<file path="src/rtl/muldiv_unit.sv">
// Multi-cycle multiply/divide unit owning HI/LO.
// Define MULDIV_EARLY_OUT_EN to let multiply exit once the multiplier is exhausted.
module muldiv_unit #(
  parameter int WIDTH = 32
) (
  input  logic             clk,
  input  logic             rst_n,
  input  logic             start,
  input  logic [5:0]       funct,
  input  logic [WIDTH-1:0] a,
  input  logic [WIDTH-1:0] b,
  output logic             busy,
  output logic             done,
  output logic [WIDTH-1:0] hi,
  output logic [WIDTH-1:0] lo,
  output logic             div_by_zero
);

  localparam int CW = $clog2(WIDTH + 1);

  typedef enum logic [1:0] {IDLE, MUL, DIV, FIX} state_t;

  state_t             state;
  logic [CW-1:0]      count;
  logic [2*WIDTH-1:0] acc;
  logic [WIDTH-1:0]   mcand;
  logic [WIDTH-1:0]   mplier;
  logic [WIDTH-1:0]   rem;
  logic [WIDTH-1:0]   quo;
  logic [WIDTH-1:0]   dvsr;
  logic [WIDTH-1:0]   dvnd;
  logic               is_div;
  logic               neg_q;
  logic               neg_r;
  logic               dbz;

  logic               sgn;
  logic               a_neg;
  logic               b_neg;
  logic [WIDTH-1:0]   a_mag;
  logic [WIDTH-1:0]   b_mag;
  logic [WIDTH:0]     sum;
  logic [WIDTH:0]     sh;
  logic [WIDTH:0]     diff;
  logic [2*WIDTH-1:0] prod;
  logic [WIDTH-1:0]   qout;
  logic [WIDTH-1:0]   rout;
  logic               mul_last;

  // Operand magnitudes, datapath step values and final sign fix-up.
  always_comb begin
    sgn   = ~funct[0];
    a_neg = sgn & a[WIDTH-1];
    b_neg = sgn & b[WIDTH-1];
    a_mag = a_neg ? -a : a;
    b_mag = b_neg ? -b : b;
    sum   = {1'b0, acc[2*WIDTH-1:WIDTH]} +
            (mplier[0] ? {1'b0, mcand} : '0);
    sh    = {rem, quo[WIDTH-1]};
    diff  = sh - {1'b0, dvsr};
    prod  = acc;
`ifdef MULDIV_EARLY_OUT_EN
    prod  = acc >> (CW'(WIDTH) - count);
    mul_last = (count == CW'(WIDTH - 1)) ||
               (mplier[WIDTH-1:1] == '0);
`else
    mul_last = (count == CW'(WIDTH - 1));
`endif
    prod  = neg_q ? -prod : prod;
    qout  = neg_q ? -quo : quo;
    rout  = neg_r ? -rem : rem;
  end

  // Control FSM with registered HI/LO, busy, done and flag.
  always_ff @(posedge clk or negedge rst_n) begin
    if (!rst_n) begin
      state       <= IDLE;
      count       <= '0;
      acc         <= '0;
      mcand       <= '0;
      mplier      <= '0;
      rem         <= '0;
      quo         <= '0;
      dvsr        <= '0;
      dvnd        <= '0;
      is_div      <= 1'b0;
      neg_q       <= 1'b0;
      neg_r       <= 1'b0;
      dbz         <= 1'b0;
      busy        <= 1'b0;
      done        <= 1'b0;
      hi          <= '0;
      lo          <= '0;
      div_by_zero <= 1'b0;
    end else begin
      done <= 1'b0;
      unique case (state)
        IDLE: begin
          if (start) begin
            case (funct)
              6'h11: hi <= a;
              6'h13: lo <= a;
              6'h18, 6'h19, 6'h1A, 6'h1B: begin
                is_div      <= funct[1];
                neg_q       <= a_neg ^ b_neg;
                neg_r       <= a_neg;
                dbz         <= funct[1] & (b == '0);
                div_by_zero <= 1'b0;
                count       <= '0;
                acc         <= '0;
                mcand       <= a_mag;
                mplier      <= b_mag;
                rem         <= '0;
                quo         <= a_mag;
                dvsr        <= b_mag;
                dvnd        <= a;
                busy        <= 1'b1;
                state       <= funct[1] ? DIV : MUL;
              end
              default: ;
            endcase
          end
        end
        MUL: begin
          acc    <= {sum, acc[WIDTH-1:1]};
          mplier <= mplier >> 1;
          count  <= count + 1'b1;
          if (mul_last) state <= FIX;
        end
        DIV: begin
          if (!diff[WIDTH]) begin
            rem <= diff[WIDTH-1:0];
            quo <= {quo[WIDTH-2:0], 1'b1};
          end else begin
            rem <= sh[WIDTH-1:0];
            quo <= {quo[WIDTH-2:0], 1'b0};
          end
          count <= count + 1'b1;
          if (count == CW'(WIDTH - 1)) state <= FIX;
        end
        FIX: begin
          if (is_div && dbz) begin
            hi          <= dvnd;
            lo          <= '1;
            div_by_zero <= 1'b1;
          end else if (is_div) begin
            hi <= rout;
            lo <= qout;
          end else begin
            {hi, lo} <= prod;
          end
          done  <= 1'b1;
          busy  <= 1'b0;
          state <= IDLE;
        end
        default: state <= IDLE;
      endcase
    end
  end

endmodule
</file>
<file path="config.mk">
export PLATFORM = sky130hd
export DESIGN_NAME = muldiv_unit
export DESIGN_NICKNAME = d
export VERILOG_FILES = /design/src/rtl/muldiv_unit.sv
export SDC_FILE = /design/constraint.sdc
export NUM_CORES = 1
export LEC_CHECK = 0
export CAP_MARGIN = 10
export CORE_MARGIN = 8
export CORE_UTILIZATION = 30
export CTS_BUF_LIST = sky130_fd_sc_hd__clkbuf_8
export DETAILED_ROUTE_END_ITERATION = 10
export GPL_ROUTABILITY_DRIVEN = 0
export HOLD_SLACK_MARGIN = 0.12
export PLACE_DENSITY_LB_ADDON = 0.2
export SLEW_MARGIN = 20
export SYNTH_ARGS = -nofsm -noshare
export SYNTH_HDL_FRONTEND = slang
export SYNTH_SLANG_ARGS = --single-unit
</file>
<file path="constraint.sdc">
create_clock -name clk -period 8.4 [get_ports clk]
set_input_delay 1.68 -clock clk [delete_from_list [all_inputs] [get_ports clk]]
set_output_delay 1.68 -clock clk [all_outputs]
set_load 0.05 [all_outputs]
</file>
==> flow_metrics.py <==
metrics = {
    "cells_and_area": {
        "nFillCells": 7323,
        "final_layout_size_suffix_gt1_frac": 0.0618,
        "stdcell_count": 3605,
        "multi_input_area_um2": 12500,
        "regArea_um2": 8360,
        "syn2layout_area_growth_pct": 16.8,
        "nets": 2760,
        "final_area_um2": 25200,
    },
    "place": {
        "place_inst": 3498,
        "hpwl_um": 57000,
        "postPlaceCellArea_um2": 23900,
        "port_buffers": 139,
        "dp_slack_ns": 3.36,
    },
    "worst_setup_path": {
        "cp.required_ns": 8.92,
        "cp_cell_sequence": "inv_1 -> ha_1 -> fa_1 -> nand2b_1 -> a21oi_1 -> o21ai_0 -> a21oi_1 -> o221ai_1 -> o31ai_1 -> a41oi_1 -> xnor2_4 -> buf_4 -> mux2i_1 -> o21ai_0",
        "cpLargestDelayFamily": "compound AO/OA/AOI/OAI gates",
        "rr_worst_depth": 14,
        "crit_type": "reg -> reg",
        "critPathCaptureType": "register",
        "crit_arrival_ns": 5.17,
        "cp_num_cells": 14,
        "critPathLaunchType": "register",
        "cpPeakStageDelay_ns": 0.59,
        "crit_buf_inv": 2,
        "crit_path_top_delay_cell": "dfrtp_1",
        "crit_fanout": 35,
    },
    "die": {
        "core_um2": 71400,
        "initial_core_util": 0.302,
        "die-area_um2": 80800,
        "pin_count": 140,
        "die_h_um": 284,
        "rows": 98,
        "die_w_um": 284,
    },
    "drt": {
        "ant_nets": 0,
        "avgViaCountPerCell": 5.35,
        "drt_iter0_drc": 1414,
        "drc": 0,
        "vias": 19300,
        "wl_um": 76300,
        "drt_pre_antenna_iters": 8,
        "wl_per_cell_um": 21.2,
    },
    "clock_tree": {
        "cts.path.max_buffers": 3,
        "cts_tree": "done",
        "cts_root_buf": "clkbuf_8",
        "path_clk_slew_ns": 0.06,
        "htreeDepth": 2,
        "insertion_delay_ns": 0.71,
        "cts-resized-gates": 0,
        "cts_setup_buffers": 0,
        "cts.sinks": 334,
        "ctsHoldBuffers": 0,
        "cts_buffers": 60,
    },
    "timing": {
        "max_slew.worst_pin.slew_ns": 1.12,
        "period_share": 0.554,
        "finClkSkew_ns": 0.0518,
        "rsz0062_at_grt": "false",
        "setup_viol": 0,
        "slew_headroom": 0.246,
        "finalHoldViolations": 0,
        "layout_setup_ws_ns": 3.75,
        "fmax_ghz": 0.215,
        "min_period_ns": 4.65,
        "setup_tns_ns": 0,
        "drv_slew": 0,
    },
    "global_routing": {
        "antenna_found_initial": 2,
        "grt_pass1_wl_um": 117000,
        "track_usage": 0.183,
        "overflow": 0,
        "grt_max_degree": 104,
        "grt_pass1_vias": 18900,
    },
    "job": {
        "drv_cap": 0,
    },
    "power": {
        "p_per_area_nw_per_um2": 378,
        "peakVddDrop_v": 0.000211,
        "total_leakage_power_nw": 11.2,
    },
    "synthesis": {
        "yosys-top-cells-count": "424 x nand2_1, 334 x dfrtp_1, 286 x o21ai_0",
        "syn-num-nets": 2677,
        "ys.flop_type": "dfrtp_1",
        "synth_top_area_cell": "dfrtp_1",
        "synthCells": 2527,
        "ys_ff_latch": 334,
        "synth_area_leaders": "dfrtp_1 39%, nand2_1 7.4%, o21ai_0 6.6%, xnor2_1 5.8%, ha_1 4.3%",
        "ys_types": 75,
        "synth_top_cell_area_share": 0.387,
        "synth_seq_area_share": 0.387,
        "avgSynthCellArea_um2": 8.54,
        "async_flop_share": 1.00,
        "synth_area_um2": 21600,
        "synth_edf_count": 0,
        "yosysWarnings": 0,
        "synth_most_common_cell": "nand2_1",
    },
    "min_path": {
        "whs_path_depth": 2,
        "hp-class": "reg -> reg",
    },
    "outcome": {
        "status": "completed",
    },
}
[power by group]
part / total, W / switching, W / internal [W]
registers: 0.00288 / 0.000634 / 0.00225
logic: 0.00497 / 0.00322 / 0.00175
clock network: 0.00166 / 0.000755 / 0.000909
total: 0.00952 / 0.00461 / 0.00490
[worst min-delay path: stages, from the launching register on]
cell     delay [ns]
dfrtp_1        0.34
nand2_1        0.05
nand2_1        0.06
[final timing paths]
check	startpoint	end	slack (ns)
worst max-delay path	quo[31]	rem[3]	3.75
max in group asynchronous	rst_n	is_div	5.83
worst min-delay path	dvnd[2]	dvnd[2]	0.48
min in group asynchronous	rst_n	quo[4]	0.99
worst min register to register	dvnd[2]	dvnd[2]	0.48
worst max register to register	quo[31]	rem[3]	3.75
[layout make-up]
| cell class | instances | share of cell area |
|---|---|---|
| sequential | 334 | 0.332 |
| multi-input combinational | 1979 | 0.496 |
| tap | 950 | 0.0472 |
| inverter | 69 | 0.0103 |
| antenna | 1 | 0.0000993 |
| timing repair buffer | 166 | 0.0634 |
| clock buffer | 83 | 0.0453 |
| clock inverter | 23 | 0.00606 |
[state kept, by name, indices dropped and copies added, names as in the netlist]
name / flops
count: 6
quo: 32
neg_r: 1
mplier: 32
done: 1
state: 2
neg_q: 1
mcand: 32
busy: 1
lo: 32
dbz: 1
acc: 64
div_by_zero: 1
dvnd: 31
hi: 32
rem: 32
is_div: 1
dvsr: 32
[metal layers]
metal	GRT usage	part of all wire	vias to the layer above
met5	0	0.00014	-
met4	0.0581	0.032	2
met3	0.0277	0.057	123
met2	0.293	0.45	631
met1	0.251	0.46	9398
li1	-	-	9124
[layout by cell type, fill, tap and decap left out, types with 14 or more instances in the layout]
| cell type | count |
|---|---|
| nor3_1 | 35 |
| a211oi_1 | 20 |
| o21ai_0 | 285 |
| o31ai_1 | 44 |
| nor2_1 | 158 |
| o211ai_1 | 26 |
| o221ai_1 | 27 |
| clkdlybuf4s50_1 | 138 |
| or4_1 | 19 |
| a22o_1 | 38 |
| and2_1 | 38 |
| nand2b_1 | 21 |
| buf_4 | 27 |
| xor2_1 | 88 |
| xnor2_1 | 144 |
| ha_1 | 73 |
| a21o_1 | 64 |
| o41ai_1 | 14 |
| nor4_1 | 16 |
| mux2i_1 | 73 |
| a31oi_1 | 48 |
| o211a_1 | 22 |
| nor2b_1 | 21 |
| clkbuf_8 | 83 |
| a21oi_1 | 107 |
| dfrtp_1 | 332 |
| nand2_1 | 424 |
| nand3_1 | 23 |
| or3_1 | 25 |
| inv_1 | 76 |
[metrics by stage]
step	util	hold slack (ns)	power (W)
final	0.353	0.476	0.00952
after global routing	0.353	0.493	0.0102
after CTS	0.353	0.478	0.00956
after detailed placement	0.335	0.463	0.00785
after global placement	0.335	0.458	0.00778
after floorplan	-	0.440	0.00615
[kinds of logic (layout without fill, tap and decap cells)]
logic type,count (synthesis),in the layout,synth area share
buf+inv,214,341,0.0379
other cells,0,1,0
simple gates,832,832,0.174
fa+ha+maj,77,77,0.0453
compound gates,762,762,0.226
mux,75,75,0.0349
flops,334,334,0.387
xor+xnor,233,233,0.0949
Note: power is estimated with default switching activity, not from simulation.
